==> src/rtl/fixed_point_pkg.sv <==
// Shared types and helpers for the fixed-point accumulator.
package fixed_point_pkg;

    // ACC: taking beats into the frame sum; DONE: presenting the frame result.
    typedef enum logic {
        ACC  = 1'b0,
        DONE = 1'b1
    } fxp_acc_state_t;

    // Headroom needed so that max_terms full-scale terms can never wrap the sum.
    function automatic int unsigned guard_bits(int unsigned max_terms);
        return $clog2(max_terms);
    endfunction

endpackage

==> src/rtl/fixed_point_saturate.sv <==
// Clamps an (n+g)-bit guarded sum into n bits and flags when clamping happened.
module fixed_point_saturate
    import fixed_point_pkg::*;
#(
    parameter int unsigned n    = 32,
    parameter int unsigned g    = 8,
    parameter bit          sign = 1'b1
) (
    input  logic [n+g-1:0] acc_i,
    output logic [n-1:0]   sat_o,
    output logic           ovf_o
);

    // Signed: value fits iff the top g+1 bits are all copies of the sign bit.
    // Unsigned: value fits iff the g guard bits are all zero.
    always_comb begin
        sat_o = acc_i[n-1:0];
        ovf_o = 1'b0;
        if (sign) begin
            if (acc_i[n+g-1:n-1] != {(g+1){acc_i[n+g-1]}}) begin
                ovf_o = 1'b1;
                sat_o = acc_i[n+g-1] ? {1'b1, {(n-1){1'b0}}} : {1'b0, {(n-1){1'b1}}};
            end
        end else begin
            if (|acc_i[n+g-1:n]) begin
                ovf_o = 1'b1;
                sat_o = {n{1'b1}};
            end
        end
    end

endmodule

==> src/rtl/fixed_point_iterative_accumulator.sv <==
// Accumulates a val/rdy stream of fixed-point products into one saturated sum per frame.
module fixed_point_iterative_accumulator
    import fixed_point_pkg::*;
#(
    parameter int unsigned n         = 32,
    parameter int unsigned d         = 16,
    parameter bit          sign      = 1'b1,
    parameter int unsigned max_terms = 256
) (
    input  logic         clk,
    input  logic         reset,
    input  logic         recv_val,
    output logic         recv_rdy,
    input  logic [n-1:0] recv_msg,
    input  logic         recv_last,
    output logic         send_val,
    input  logic         send_rdy,
    output logic [n-1:0] send_msg,
    output logic         send_ovf
);

    localparam int unsigned g = guard_bits(max_terms);
    localparam int unsigned W = n + g;
    localparam logic [g-1:0] LastCnt = g'(max_terms - 1);
    localparam logic [g-1:0] CntOne  = g'(1);

    // d only tags the binary point; reject formats that cannot exist.
    if (d > n) begin : g_bad_frac
        $error("fractional bits exceed data width");
    end
    if (max_terms < 2) begin : g_bad_terms
        $error("max_terms must be at least 2");
    end

    fxp_acc_state_t state_q, state_d;
    logic [g-1:0]   cnt_q, cnt_d;
    logic [W-1:0]   acc_q, acc_d;
    logic [n-1:0]   msg_q, msg_d;
    logic           ovf_q, ovf_d;

    logic [W-1:0]   msg_ext;
    logic [W-1:0]   acc_sum;
    logic [n-1:0]   sat_val;
    logic           sat_ovf;

    assign msg_ext = sign ? {{g{recv_msg[n-1]}}, recv_msg} : {{g{1'b0}}, recv_msg};
    assign acc_sum = acc_q + msg_ext;

    fixed_point_saturate #(
        .n    (n),
        .g    (g),
        .sign (sign)
    ) u_saturate (
        .acc_i (acc_sum),
        .sat_o (sat_val),
        .ovf_o (sat_ovf)
    );

    // Handshakes come straight from state so neither ready depends on the other side.
    assign recv_rdy = (state_q == ACC);
    assign send_val = (state_q == DONE);
    assign send_msg = msg_q;
    assign send_ovf = ovf_q;

    // Next-state: accumulate accepted beats, close the frame, and drain the result.
    always_comb begin
        state_d = state_q;
        cnt_d   = cnt_q;
        acc_d   = acc_q;
        msg_d   = msg_q;
        ovf_d   = ovf_q;
        unique case (state_q)
            ACC: begin
                if (recv_val) begin
                    acc_d = acc_sum;
                    cnt_d = cnt_q + CntOne;
                    // Forced end keeps the count inside the guard-bit headroom.
                    if (recv_last || (cnt_q == LastCnt)) begin
                        state_d = DONE;
                        msg_d   = sat_val;
                        ovf_d   = sat_ovf;
                    end
                end
            end
            DONE: begin
                if (send_rdy) begin
                    state_d = ACC;
                    acc_d   = '0;
                    cnt_d   = '0;
                end
            end
            default: state_d = ACC;
        endcase
    end

    // State and datapath registers; reset drops any partial frame.
    always_ff @(posedge clk or negedge reset) begin
        if (!reset) begin
            state_q <= ACC;
            cnt_q   <= '0;
            acc_q   <= '0;
            msg_q   <= '0;
            ovf_q   <= 1'b0;
        end else begin
            state_q <= state_d;
            cnt_q   <= cnt_d;
            acc_q   <= acc_d;
            msg_q   <= msg_d;
            ovf_q   <= ovf_d;
        end
    end

endmodule

==> config.mk <==
export PLATFORM = sky130hd
export DESIGN_NAME = fixed_point_iterative_accumulator
export DESIGN_NICKNAME = d
export VERILOG_FILES = /design/src/rtl/fixed_point_pkg.sv /design/src/rtl/fixed_point_saturate.sv /design/src/rtl/fixed_point_iterative_accumulator.sv
export SDC_FILE = /design/constraint.sdc
export NUM_CORES = 1
export LEC_CHECK = 0
export CAP_MARGIN = 20
export CORE_MARGIN = 3
export CORE_UTILIZATION = 45
export CTS_CLUSTER_SIZE = 8
export DETAILED_ROUTE_END_ITERATION = 8
export PLACE_DENSITY = 0.63
export SLEW_MARGIN = 30
export SYNTH_ARGS = -nofsm -noshare
export SYNTH_HDL_FRONTEND = slang
export SYNTH_SLANG_ARGS = --single-unit
export TNS_END_PERCENT = 50
==> constraint.sdc <==
create_clock -name clk -period 10.6 [get_ports clk]
set_clock_uncertainty 0.15 [all_clocks]
set_input_delay 3.18 -clock clk [delete_from_list [all_inputs] [get_ports clk]]
set_output_delay 3.18 -clock clk [all_outputs]
set_load 0.01 [all_outputs]
==> impl_metrics.toml <==
[worst_setup_path]
cp_data_arrival_time_ns = 7.56
crit_type = "input port to register"
cp-startpoint = "recv_msg[0]"
crit_path_max_fanout = 19
crit_chain = "clkdlybuf4s50_1 -> ha_1 -> inv_1 -> fa_1 -> nor2b_4 -> o31a_1 -> o2111ai_1 -> a31oi_1 -> or2_1 -> o311ai_2 -> and4_1 -> nand4_1 -> o41ai_4 -> buf_4 -> a221o_1"
cpPeakStageDelay_ns = 0.82
worstSetupEndpointType = "register"
endpoint = "send_msg[25]"
rr_endpoint = "send_msg[25]"
crit_buf_inv = 3
cp_top_family = "compound AO/OA/AOI/OAI gates"
worstSetupStartpointType = "input port"
rr_worst_depth = 14
required_ns = 10.73
r2r_setup_slack_ns = 6.04
cp_slowest_cell = "o41ai_4"
cp_num_cells = 15
reg2reg_from = "acc_q[0]"

[floorplan]
dieArea_um2 = 13800
die_y_um = 118
row_count = 40
io_pins = 72
core-area_um2 = 12100
initial_core_util_pct = 46.3
die_w_um = 118

[clock_tree]
cts-root-buf = "clkbuf_16"
cts_tree = "built"
cts_buffers = 9
ctsHoldBuffers = 0
clock_sinks = 82
ctsHtreeMaxLevel = 3
clk_pin_slew_ns = 0.07
post_cts_buffers = 0
clkLatencyLatePin_ns = 0.35
post_cts_resized = 0
clock_path_buffers = 2

[logic_synthesis]
synthCells = 590
synth_fp_nets = 668
synth-edff-count = 0
ys_types = 67
syn_avg_cell_area_um2 = 9.51
synthesis.area_um2 = 5610
seq_area_frac_synth_pct = 36.6
ys_ff_latch = 82
yosysWarnings = 0
synth_ff_type = "dfrtp_1"
async_flop_share_pct = 100

[global_routing]
grt_max_degree = 83
grt.total_usage_pct = 22.6
overflow = 0
antenna_found_initial = 0
grtUsageMet3_pct = 3.84
grtUsageMet2_pct = 33.7
grt_busiest_layer = "met2"
grtUsageMet1_pct = 33.4
grt_first_pass_wirelength_um = 25400
first_global_vias = 4782

[run_status]
status = "finished clean"

[sta]
setup_violations = 0
min_period_over_period_pct = 70.1
rsz0062_at_grt = "no"
finalHoldViolations = 0
tns_ns = 0
report.final.slew_viol_count = 0
relSlewSlack_pct = 46.2
fin_crit_ns = 7.43
setup_ws_ns = 3.17
worst_slew_pin_slew_ns = 0.804
fmax_ghz = 0.135

[routing]
drtIter0Drc = 311
drt.antenna.violating_nets = 0
viasPerCell = 6.00
drt_first_pass_iters = 5
num_vias = 4913
wl_um = 15200
drcViolationCount = 0
wl_per_cell_um = 18.6

[place]
place_area_um2 = 6440
hpwl_um = 11100
portBuffers = 71
dp_slack_ns = 2.76
gp_congestion = 0.902

[cells_and_area]
drive_above_1_share_pct = 6.30
area_growth_pct = 20.8
design_area_um2 = 6780
fin_nets = 724
num_antenna_cells = 0

[flow_run]
max_cap_violations = 0

[power_and_ir_drop]
power_leakage_uw = 0.00291
power_density_nw_per_um2 = 318
irDropWorstVdd_mv = 0.111

[min_path]
min_from = "acc_q[36]"
hp-class = "register to register"
## logic make-up (layout without fill, tap and decap cells)
group	after synthesis	after routing	synth area share, %
buffers and inverters	43	104	3.52
AOI/OAI and AO/OA	235	235	31.1
adders and majority gates	41	41	9.28
xor gates and xnor gates	33	33	5.42
and+or+nand+nor	155	155	13.9
DFF	82	82	36.6
muxes	1	1	0.178
## tightest hold or removal path: stages (launching register included)
cell,delay (ns)
dfrtp_1,0.35
nand2_1,0.05
o21ai_0,0.06
## cell usage after synthesis, types with 7 or more instances
master,number,area [µm²]
nor2_1,36,135
a21o_1,12,90.1
o21ai_0,36,180
o211ai_1,7,52.6
and3_1,7,43.8
nand3_1,15,75.1
o21a_1,9,67.6
xnor2_1,15,131
o21bai_1,8,60.1
a221o_1,31,310
inv_1,11,41.3
nand4_1,13,81.3
nor3_1,7,35.0
dfrtp_1,82,2050
xor2_1,16,140
nand2_1,46,173
a21oi_1,50,250
ha_1,40,500
clkbuf_1,21,78.8
a22o_1,35,307
## flip-flops by register name, summed over array words and instances, names as in the netlist
| signal | flops |
|---|---|
| send_ovf | 1 |
| acc_q | 40 |
| send_val | 1 |
| cnt_q | 8 |
| send_msg | 32 |
## cell type report
cell class | count | area (µm²)
clock buffers | 10 | 239
inverters | 12 | 45.0
flip-flops and latches | 82 | 2050
clock inverters | 6 | 72.6
multi-input cells | 465 | 3390
repair buffers | 76 | 769
well taps | 168 | 210
fillers | 1134 | 5340
## where the power goes
group          leakage, µW  switching [µW]  internal (µW)  total, µW
registers          0.00100            85.4            454        540
logic              0.00175             715            568       1280
clock network     0.000155             140            192        333
## per-layer routing
metal | up-vias | routed length (µm)
li1 | 2384 | -
met1 | 2383 | 7610
met2 | 127 | 6660
met3 | 19 | 707
met4 | 0 | 243
met5 | - | 0
## layout by cell type (no fill, tap or decap), types with 5 or more instances in the layout
cell type,instances
xnor2_1,15
dfrtp_1,82
nand2_1,46
a21oi_1,49
nand4_1,13
nand2b_1,5
nand3_1,15
o211ai_1,7
o21bai_1,8
a211o_1,5
a22o_1,35
inv_1,11
o21a_1,9
nor2_1,36
ha_1,40
clkdlybuf4s50_1,70
o21ai_0,36
clkbuf_16,9
a21o_1,12
a221o_1,31
nor3_1,7
and3_1,7
xor2_1,16
## worst min-delay path by stage
stage	to	slack, ns	cells past startpoint
detailed placement	acc_q[36]	0.33	2
global route	send_msg[19]	0.37	1
finish	acc_q[36]	0.34	2
CTS	acc_q[36]	0.35	2
floorplan	acc_q[2]	0.30	2
global placement	acc_q[36]	0.32	2
## per-stage QoR
stage | std cells | hold slack, ns | utilization [%] | power, µW
4_1_cts | 818 | 0.346 | 55.7 | 2150
3_3_place_gp | 802 | 0.322 | 53.1 | 1800
3_5_place_dp | 802 | 0.331 | 53.2 | 1810
2_1_floorplan | 590 | 0.304 | - | 1420
5_1_grt | 819 | 0.374 | 56.0 | 2320
6_report | 819 | 0.340 | 56.0 | 2160
Note: power is estimated with default switching activity, not from simulation.
